==> src/rtl/pc_fetch_unit_if.sv <==
// Fetch-stage bundle: predictor answer in, fetch PC out, EX resolve in,
// predictor feedback and pipeline flush out.
interface pc_fetch_unit_if;
    logic        stall;
    logic        pred_taken;
    logic [31:0] pred_addr;
    logic [31:0] current_pc;
    logic        fetch_valid;
    logic        resolve_valid;
    logic        resolve_is_branch;
    logic        resolve_taken;
    logic [31:0] resolve_target;
    logic        feedback_enable;
    logic        feedback_branch_taken;
    logic [31:0] feedback_branch_addr;
    logic [31:0] feedback_current_pc;
    logic        flush;
    logic        queue_full;

    // Environment side: pipeline, predictor and EX stage.
    modport master (
        output stall, pred_taken, pred_addr,
        output resolve_valid, resolve_is_branch, resolve_taken, resolve_target,
        input  current_pc, fetch_valid,
        input  feedback_enable, feedback_branch_taken, feedback_branch_addr, feedback_current_pc,
        input  flush, queue_full
    );

    // Fetch unit side.
    modport slave (
        input  stall, pred_taken, pred_addr,
        input  resolve_valid, resolve_is_branch, resolve_taken, resolve_target,
        output current_pc, fetch_valid,
        output feedback_enable, feedback_branch_taken, feedback_branch_addr, feedback_current_pc,
        output flush, queue_full
    );
endinterface

==> src/rtl/pc_fetch_unit.sv <==
// PC register and fetch sequencing. Keeps an in-order queue of fetched PCs
// with their predictions, checks each against the EX resolve, redirects
// and flushes on a mispredict, and feeds resolved branches back to the
// predictor one cycle later.
module pc_fetch_unit #(
    parameter logic [31:0] RESET_PC = 32'h0000_0000,
    parameter int          QDEPTH   = 4
) (
    input  logic              clk,
    input  logic              reset,
    pc_fetch_unit_if.slave    bus
);
    localparam int PW = $clog2(QDEPTH);
    localparam int CW = PW + 1;
    localparam logic [CW-1:0] FULL_CNT = CW'(QDEPTH);
    localparam logic [31:0]   WORD_MASK = 32'hFFFF_FFFC;

    logic [31:0]   pc_q, pc_d;
    logic [CW-1:0] count_q, count_d;
    logic [PW-1:0] head_q, head_d, tail_q, tail_d;
    logic          flush_q;
    logic          fb_en_q, fb_taken_q;
    logic [31:0]   fb_addr_q, fb_pc_q;

    logic [31:0]   q_pc    [QDEPTH];
    logic          q_taken [QDEPTH];
    logic [31:0]   q_addr  [QDEPTH];

    logic          full;
    logic          resolve_fire;
    logic          mispredict;
    logic          fetch;
    logic [31:0]   head_pc_plus4;
    logic [31:0]   actual_next;
    logic [31:0]   predicted_next;
    logic [31:0]   pred_addr_m;
    logic [31:0]   target_m;

    // Resolve check against the head entry, fetch acceptance and next-state selection.
    always_comb begin
        full           = (count_q == FULL_CNT);
        resolve_fire   = bus.resolve_valid && (count_q != '0);
        pred_addr_m    = bus.pred_addr & WORD_MASK;
        target_m       = bus.resolve_target & WORD_MASK;
        head_pc_plus4  = q_pc[head_q] + 32'd4;
        actual_next    = (bus.resolve_is_branch && bus.resolve_taken) ? target_m : head_pc_plus4;
        predicted_next = q_taken[head_q] ? q_addr[head_q] : head_pc_plus4;
        mispredict     = resolve_fire && (actual_next != predicted_next);
        fetch          = !reset && !bus.stall && !full && !mispredict;

        pc_d    = pc_q;
        count_d = count_q;
        head_d  = head_q;
        tail_d  = tail_q;
        if (mispredict) begin
            // Redirect wins over stall; any same-cycle fetch is already suppressed.
            pc_d    = actual_next;
            count_d = '0;
            head_d  = '0;
            tail_d  = '0;
        end else begin
            if (fetch) begin
                pc_d   = bus.pred_taken ? pred_addr_m : pc_q + 32'd4;
                tail_d = tail_q + PW'(1);
            end
            if (resolve_fire) begin
                head_d = head_q + PW'(1);
            end
            count_d = count_q + CW'(fetch) - CW'(resolve_fire);
        end
    end

    // PC, queue pointers, flush pulse and predictor feedback registers.
    always_ff @(posedge clk or posedge reset) begin
        if (reset) begin
            pc_q       <= RESET_PC;
            count_q    <= '0;
            head_q     <= '0;
            tail_q     <= '0;
            flush_q    <= 1'b0;
            fb_en_q    <= 1'b0;
            fb_taken_q <= 1'b0;
            fb_addr_q  <= '0;
            fb_pc_q    <= '0;
        end else begin
            pc_q    <= pc_d;
            count_q <= count_d;
            head_q  <= head_d;
            tail_q  <= tail_d;
            flush_q <= mispredict;
            fb_en_q <= resolve_fire && bus.resolve_is_branch;
            if (resolve_fire && bus.resolve_is_branch) begin
                fb_taken_q <= bus.resolve_taken;
                fb_addr_q  <= target_m;
                fb_pc_q    <= q_pc[head_q];
            end
        end
    end

    // Queue payload; entries outside head..tail are don't-care, so no reset needed.
    always_ff @(posedge clk) begin
        if (fetch) begin
            q_pc[tail_q]    <= pc_q;
            q_taken[tail_q] <= bus.pred_taken;
            q_addr[tail_q]  <= pred_addr_m;
        end
    end

    assign bus.current_pc            = pc_q;
    assign bus.fetch_valid           = fetch;
    assign bus.queue_full            = full;
    assign bus.flush                 = flush_q;
    assign bus.feedback_enable       = fb_en_q;
    assign bus.feedback_branch_taken = fb_taken_q;
    assign bus.feedback_branch_addr  = fb_addr_q;
    assign bus.feedback_current_pc   = fb_pc_q;
endmodule

==> src/flat_wrapper.sv <==
// flat-port wrapper written by rule: the top's interface ports become plain ports
module pc_fetch_unit_flat 
#(
    parameter logic [31:0] RESET_PC = 32'h0000_0000,
    parameter int          QDEPTH   = 4
)
  (clk, reset, bus_stall, bus_pred_taken, bus_pred_addr, bus_resolve_valid, bus_resolve_is_branch, bus_resolve_taken, bus_resolve_target, bus_current_pc, bus_fetch_valid, bus_feedback_enable, bus_feedback_branch_taken, bus_feedback_branch_addr, bus_feedback_current_pc, bus_flush, bus_queue_full);
  pc_fetch_unit_if bus_i ();
  input  logic clk;
  input  logic reset;
  input wire logic [$bits(bus_i.stall)-1:0] bus_stall;
  input wire logic [$bits(bus_i.pred_taken)-1:0] bus_pred_taken;
  input wire logic [$bits(bus_i.pred_addr)-1:0] bus_pred_addr;
  input wire logic [$bits(bus_i.resolve_valid)-1:0] bus_resolve_valid;
  input wire logic [$bits(bus_i.resolve_is_branch)-1:0] bus_resolve_is_branch;
  input wire logic [$bits(bus_i.resolve_taken)-1:0] bus_resolve_taken;
  input wire logic [$bits(bus_i.resolve_target)-1:0] bus_resolve_target;
  output wire logic [$bits(bus_i.current_pc)-1:0] bus_current_pc;
  output wire logic [$bits(bus_i.fetch_valid)-1:0] bus_fetch_valid;
  output wire logic [$bits(bus_i.feedback_enable)-1:0] bus_feedback_enable;
  output wire logic [$bits(bus_i.feedback_branch_taken)-1:0] bus_feedback_branch_taken;
  output wire logic [$bits(bus_i.feedback_branch_addr)-1:0] bus_feedback_branch_addr;
  output wire logic [$bits(bus_i.feedback_current_pc)-1:0] bus_feedback_current_pc;
  output wire logic [$bits(bus_i.flush)-1:0] bus_flush;
  output wire logic [$bits(bus_i.queue_full)-1:0] bus_queue_full;
  assign bus_i.stall = bus_stall;
  assign bus_i.pred_taken = bus_pred_taken;
  assign bus_i.pred_addr = bus_pred_addr;
  assign bus_i.resolve_valid = bus_resolve_valid;
  assign bus_i.resolve_is_branch = bus_resolve_is_branch;
  assign bus_i.resolve_taken = bus_resolve_taken;
  assign bus_i.resolve_target = bus_resolve_target;
  assign bus_current_pc = bus_i.current_pc;
  assign bus_fetch_valid = bus_i.fetch_valid;
  assign bus_feedback_enable = bus_i.feedback_enable;
  assign bus_feedback_branch_taken = bus_i.feedback_branch_taken;
  assign bus_feedback_branch_addr = bus_i.feedback_branch_addr;
  assign bus_feedback_current_pc = bus_i.feedback_current_pc;
  assign bus_flush = bus_i.flush;
  assign bus_queue_full = bus_i.queue_full;
  pc_fetch_unit #(.RESET_PC(RESET_PC), .QDEPTH(QDEPTH)) u_core (.clk(clk), .reset(reset), .bus(bus_i));
endmodule
==> config.mk <==
export PLATFORM = sky130hd
export DESIGN_NAME = pc_fetch_unit_flat
export DESIGN_NICKNAME = d
export VERILOG_FILES = /design/src/rtl/pc_fetch_unit_if.sv /design/src/rtl/pc_fetch_unit.sv /design/src/flat_wrapper.sv
export SDC_FILE = /design/constraint.sdc
export NUM_CORES = 1
export LEC_CHECK = 0
export CAP_MARGIN = 20
export CORE_MARGIN = 10
export CORE_UTILIZATION = 41
export DETAILED_ROUTE_END_ITERATION = 8
export SYNTH_ARGS = -nofsm -noshare
export SYNTH_HDL_FRONTEND = slang
export SYNTH_SLANG_ARGS = --single-unit
==> constraint.sdc <==
create_clock -name clk -period 7.1 [get_ports clk]
set_input_delay 1.42 -clock clk [delete_from_list [all_inputs] [get_ports clk]]
set_output_delay 1.42 -clock clk [all_outputs]
set_load 0.02 [all_outputs]
# After elaboration in Yosys (flattened, before gate mapping)

Memories as Yosys holds them, arrays and structs flattened.
Index checks and enable logic that the tools add are counted.

Reduce and logical (&&, ||, !) cells: 14
Eq/ne operators: 2
$add $sub $neg: 6
Multiplexer cells: 12

Operators with widths:

| cell                  | count |
|---|---|
| $mux 32               | 5 |
| $add 32x3->32 const B | 2 |
| $ne 32x32->1          | 1 |
| $mux 2                | 4 |
| $logic_and 1x1->1     | 7 |
| $add 2x1->2 const B   | 2 |
| $logic_not 1->1       | 4 |
| $reduce_bool 2->1     | 2 |
| $add 3x1->3           | 1 |
| $eq 3x3->1 const B    | 1 |
| $mux 3                | 1 |
| $reduce_bool 3->1     | 1 |
| $sub 3x1->3           | 1 |
| $mux 1                | 2 |

Logic and storage cells: 46
Memories kept: 3
RAM bits: 252
Register bits: 104

Memories:

| name           | words | width | rd ports | clocked after Yosys merged registers in | wr ports | line                | RTL |
|---|---|---|---|---|---|---|---|
| u_core.q_pc    | 4     | 32    | 1        | 0                                       | 1        | pc_fetch_unit.sv:25 | `logic [31:0] q_pc [QDEPTH];` |
| u_core.q_addr  | 4     | 30    | 1        | 0                                       | 1        | pc_fetch_unit.sv:27 | `logic [31:0] q_addr [QDEPTH];` |
| u_core.q_taken | 4     | 1     | 1        | 0                                       | 1        | pc_fetch_unit.sv:26 | `logic q_taken [QDEPTH];` |

# Longest topological paths before layout

Gate-level depths: netlist of the first run.
An unclocked memory read counts as a cell.

Depth after elaboration: 10
Gate-level depth with buffers: 25
Mapped depth without buffers: 19

# Worst setup path after synthesis of the first run

OpenSTA, ideal clock, no wires.

Path kind: input to register
From: input port bus_resolve_is_branch
To: memory u_core.q_addr[0][0] (netlist name) (enable)
Stages: 13
Path slack: 0.289 ns
Required time: 6.616 ns
Data arrival time: 6.327 ns
Buffers on the path: 3
Path through: and2_1 clkbuf_1 nand2b_1 clkbuf_1 a21oi_1 a21oi_1 nand4_1 or4b_1 nor4_1 and4_1 a21oi_4 buf_2 nor2_1

Word-level cells in the longest chain between the ends: 8

RTL lines:

| what                         | line                 | RTL |
|---|---|---|
| from (decl)                  | flat_wrapper.sv:15   | `input wire logic [$bits(bus_i.resolve_is_branch)-1:0] bus_resolve_is_branch;` |
| $logic_and 1x1->1            | pc_fetch_unit.sv:46  | `actual_next = (bus.resolve_is_branch && bus.resolve_taken) ? target_m : head_pc_plus4;` |
| $mux 32                      | pc_fetch_unit.sv:46  |  |
| $ne 32x32->1                 | pc_fetch_unit.sv:48  | `mispredict = resolve_fire && (actual_next != predicted_next);` |
| $logic_and 1x1->1            | pc_fetch_unit.sv:48  |  |
| via u_core.mispredict        | pc_fetch_unit.sv:31  | `logic mispredict;` |
| $logic_not 1->1              | pc_fetch_unit.sv:49  | `fetch = !reset && !bus.stall && !full && !mispredict;` |
| $logic_and 1x1->1            | pc_fetch_unit.sv:49  |  |
| $mux 1                       | pc_fetch_unit.sv:102 | `if (fetch) begin` |
| $mux 1 (implied by the code) | pc_fetch_unit.sv:105 | `q_addr[tail_q] <= pred_addr_m;` |
| to (decl)                    | pc_fetch_unit.sv:27  |  |

The timed path passes the listed nets, and every way through them passes these cells.

# Worst setup path after layout of the first run

From: register u_core.head_q[0]
To: output port bus_fetch_valid

Word-level cells in the longest chain between the ends: 7

RTL lines:

| what                       | line                                     | RTL |
|---|---|---|
| from (decl)                | pc_fetch_unit.sv:20                      | `logic [PW-1:0] head_q, head_d, tail_q, tail_d;` |
| from (signal assigned)     | pc_fetch_unit.sv:78                      | `head_q <= '0;` |
| from (signal assigned)     | pc_fetch_unit.sv:88                      | `head_q <= head_d;` |
| $mem_v2 4x32               | --                                       |  |
| $add 32x3->32              | pc_fetch_unit.sv:45                      | `head_pc_plus4 = q_pc[head_q] + 32'd4;` |
| $mux 32 (on tied branches) | pc_fetch_unit.sv:46, pc_fetch_unit.sv:47 |  |
| $ne 32x32->1 (*)           | pc_fetch_unit.sv:48                      |  |
| $logic_and 1x1->1 (*)      | pc_fetch_unit.sv:48                      |  |
| $logic_not 1->1 (*)        | pc_fetch_unit.sv:49                      |  |
| $logic_and 1x1->1 (*)      | pc_fetch_unit.sv:49                      |  |
| to (decl)                  | flat_wrapper.sv:19                       | `output wire logic [$bits(bus_i.fetch_valid)-1:0] bus_fetch_valid;` |

Mark *: on every way between the ends. The rest lies on a longest branch, timed or not.

==> results of run 1 <==
tightest hold or removal path: cells and delay by family (launching register included):
kind	cells	cell delay, ns
DFF	1	0.34
AOI/OAI and AO/OA	1	0.06
and+or+nand+nor	1	0.05
per-stage QoR:
step           hold WS, ns  instances
6_report             0.481       1974
5_1_grt              0.520       1974
4_1_cts              0.486       1971
3_5_place_dp         0.474       1905
3_3_place_gp         0.463       1905
2_1_floorplan        0.543       1225
power by group through the flow:
| stage | clock [uW] | combinational [uW] | sequential, uW |
|---|---|---|---|
| finish | 1860 | 2280 | 3150 |
| global route | 1990 | 2430 | 3220 |
| CTS | 1910 | 2300 | 3160 |
| detailed placement | 0 | 2290 | 3200 |
| global placement | 0 | 2270 | 3170 |
| floorplan | 0 | 916 | 3400 |
worst paths after layout:
| path | startpoint | to | slack [ns] | depth (start not counted) |
|---|---|---|---|---|
| max reg2reg | u_core.head_q[0] | u_core.count_q[2] | 1.12 | 21 |
| min in group asynchronous | reset | u_core.bus.current_pc[6] | 1.46 | 2 |
| max | u_core.head_q[0] | bus_fetch_valid | 0.55 | 13 |
| max in group asynchronous | reset | u_core.head_q[0] | 4.37 | 3 |
| min reg2reg | u_core.bus.feedback_current_pc[29] | u_core.bus.feedback_current_pc[29] | 0.48 | 2 |
| min | u_core.bus.feedback_current_pc[29] | u_core.bus.feedback_current_pc[29] | 0.48 | 2 |
Yosys cell counts, types with 7 or more instances:
| cell type | count |
|---|---|
| ha_1 | 8 |
| or4_1 | 7 |
| nand2_1 | 55 |
| mux2_2 | 62 |
| and2_1 | 13 |
| a21oi_1 | 71 |
| xnor2_1 | 40 |
| nor3_1 | 23 |
| dfrtp_1 | 104 |
| edfxtp_1 | 252 |
| nor2_1 | 93 |
| inv_1 | 26 |
| xnor3_1 | 11 |
| clkbuf_1 | 34 |
| nand3_1 | 23 |
| o21ai_0 | 43 |
| nor4_1 | 10 |
| a32oi_1 | 8 |
| a31oi_1 | 19 |
| nand4_1 | 21 |
| mux4_2 | 63 |
| buf_2 | 12 |
| a22oi_1 | 8 |
| and3_1 | 15 |
| xor2_1 | 31 |
| o22ai_1 | 16 |
| nand2b_1 | 10 |
| nor2b_1 | 11 |
| mux2i_1 | 36 |
metal layers:
layer	track usage, %	vias to the layer above
met4	3.66	4
met1	29.9	5815
met5	0	-
li1	-	5100
met2	31.2	422
met3	5.45	47
sequential cells by signal, summed over array words and instances (netlist names):
name,flops
u_core.bus.current_pc,32
u_core.head_q,2
u_core.count_q,3
u_core.q_addr,120
u_core.bus.feedback_branch_taken,1
u_core.bus.feedback_branch_addr,30
u_core.q_pc,128
u_core.bus.feedback_enable,1
u_core.tail_q,2
u_core.q_taken,4
u_core.bus.feedback_current_pc,32
u_core.bus.flush,1
area by class of cell:
type,count,area [um2]
Fill cell,3496,20300
Sequential cell,356,10200
Multi-Input combinational cell,781,6570
Timing Repair Buffer,213,2080
Clock buffer,52,1020
Tap cell,532,666
Clock inverter,14,125
Inverter,26,100
logic make-up (layout without fill, tap and decap cells):
family,count (synthesis),after routing,synth area share [%]
flops,356,356,59.5
simple gates,312,312,9.56
compound gates,209,209,7.62
mux,165,165,14.8
buf+inv,88,305,2.45
xor+xnor,84,84,5.37
fa+ha+maj,9,9,0.703
other cells,1,2,0.0219
what timing repair did:
item | CTS | global route
endpoints found under the setup margin | 1 | 1
resized for setup | 2 | 3
pin swaps | 1 | 1
buffers inserted | 0 | 3
hold buffers | 0 | 0
==> metrics, run 1 <==
clock tree sinks ~360; Post-Syn Area approximately 17000 um2; Required @ worst endpoint 5.68 ns; final hold violation count 0; metal3 WL 4360 um; HPWL after detailed placement ~38000 um; Iter 0 DRT Violations roughly 1300; outcome finished, final reports clean; fmax 153 MHz; core area 41000 um2; DRT met1 WL 24000 um; placed cell area 19500 um2; Place WS 0.409 ns; via count of the first global-routing pass 11200; EDFF count, synth between 200 and 300; cell internal pwr 4870 uW; met2 WL 23600 um; worst slew pin tran 0.796 ns; die height 224 um; post-synthesis cell type count 76; Top delay family on crit path simple AND/OR/NAND/NOR gates; TNS Setup 0 ns; ys flop type edfxtp_1; number of CTS-inserted buffers 38; fin. max-slew vios 0; Tmin final roughly 6.5 ns; top-area cell type share of the netlist area roughly 44%; NetSw ~2400 uW; TritonCTS clock tree done; buffer depth of the longest clock path 3; CTS root buffer clkbuf_16; Vias/cell 5.77; crit-path cells buf_16, mux4_2, nand4_2, or4_1, or3_1, a31oi_1, xor2_1, o32a_1, nor4_4, buf_4, a21oi_4, nor2_1, dlymetal6s2s_1; Switching Fraction 33.3%; P&R area growth vs syn 21.3%; H-tree Lvls 2; global-route wire length before repair between 70000 and 80000 um; CP Capture Type output port; slowest cell on the critical path or4_1; initial antenna violation count 2; Die Span X about 220 um; Tightest Hold Check Type reg -> reg; critical path class reg -> out; I/O pins 172; post-route cell area between 20000 and 25000 um2; IO buf count 165; Max-Cap Viols 0; Critical Path AT 5.13 ns; sequential area share after synthesis 59.5%; Global Route Usage Sum 20.7%; Post-route DRC 0; largest net degree at the start of global routing 83; Comb pwr share about 31%; Final Core Density 50.6%; Reg power frac 43.2%; post-route ant nets 0; Setup Viol. Count Final 0; RD Place Congestion 0.938; power after layout 7290 uW; most common cell after layout, fill and taps aside edfxtp_1; RSZ-0062 raised after global routing false; CP max stage delay 0.73 ns; Starting Density 41.7%; final worst-path cycle share 92.2%; power per standard cell area 352 nW/um2; critical path startpoint category register; Avg WL per Cell 26.7 um; clock slew at reported path FFs 0.06 ns; clock skew 0.0210 ns; Synth Warn # 0; post-synth top area cell edfxtp_1; Ant. Diodes 0; final worst-path setup slack 0.555 ns; worst path bufs/invs 3; row cnt 74; total number of vias 11400; synth top area cells edfxtp_1 44%, dfrtp_1 15%, mux4_2 8.3%; #FFs+latches synth between 300 and 400; fraction of registers with async set/reset 29.2%; fraction of layout cells with a size suffix above 1 17.5%; slew margin rel. between 40% and 50%; clk_lat worst skew between 0.5 and 0.6 ns; Max Used Layer met5; Lkg Pwr 0.00720 uW; Synth Area per Inst 14.0 um2; Nets 1496; commonest cells after routing, fill and taps aside 252 x edfxtp_1, 163 x clkdlybuf4s50_1, 102 x dfrtp_1; drt pass-1 iters 5; IR drop worst, VDD between 0.15 and 0.2 mV; gr ovfl total 0; worst-path fanout max 12; clock share of power 25.5%; DRT Wirelength 52700 um; Die ar. 50200 um2; Mapped Cells 1224
No activity file was read; power rests on OpenSTA's default activity.
==> run 2: changes to the inputs <==
--- a/config.mk
+++ b/config.mk
@@ -9,6 +9,7 @@
 export CORE_MARGIN = 10
 export CORE_UTILIZATION = 41
 export DETAILED_ROUTE_END_ITERATION = 8
+export SKIP_LAST_GASP = 1
 export SYNTH_ARGS = -nofsm -noshare
 export SYNTH_HDL_FRONTEND = slang
 export SYNTH_SLANG_ARGS = --single-unit
==> results of run 2 <==
The final DEF is identical to that of run 1; final timing and power are the same.
==> run 3: changes to the inputs <==
--- a/config.mk
+++ b/config.mk
@@ -10,6 +10,7 @@
 export CORE_UTILIZATION = 41
 export DETAILED_ROUTE_END_ITERATION = 8
 export SKIP_LAST_GASP = 1
+export SLEW_MARGIN = 20
 export SYNTH_ARGS = -nofsm -noshare
 export SYNTH_HDL_FRONTEND = slang
 export SYNTH_SLANG_ARGS = --single-unit
==> results of run 3 <==
The final DEF is identical to that of run 1; final timing and power are the same.
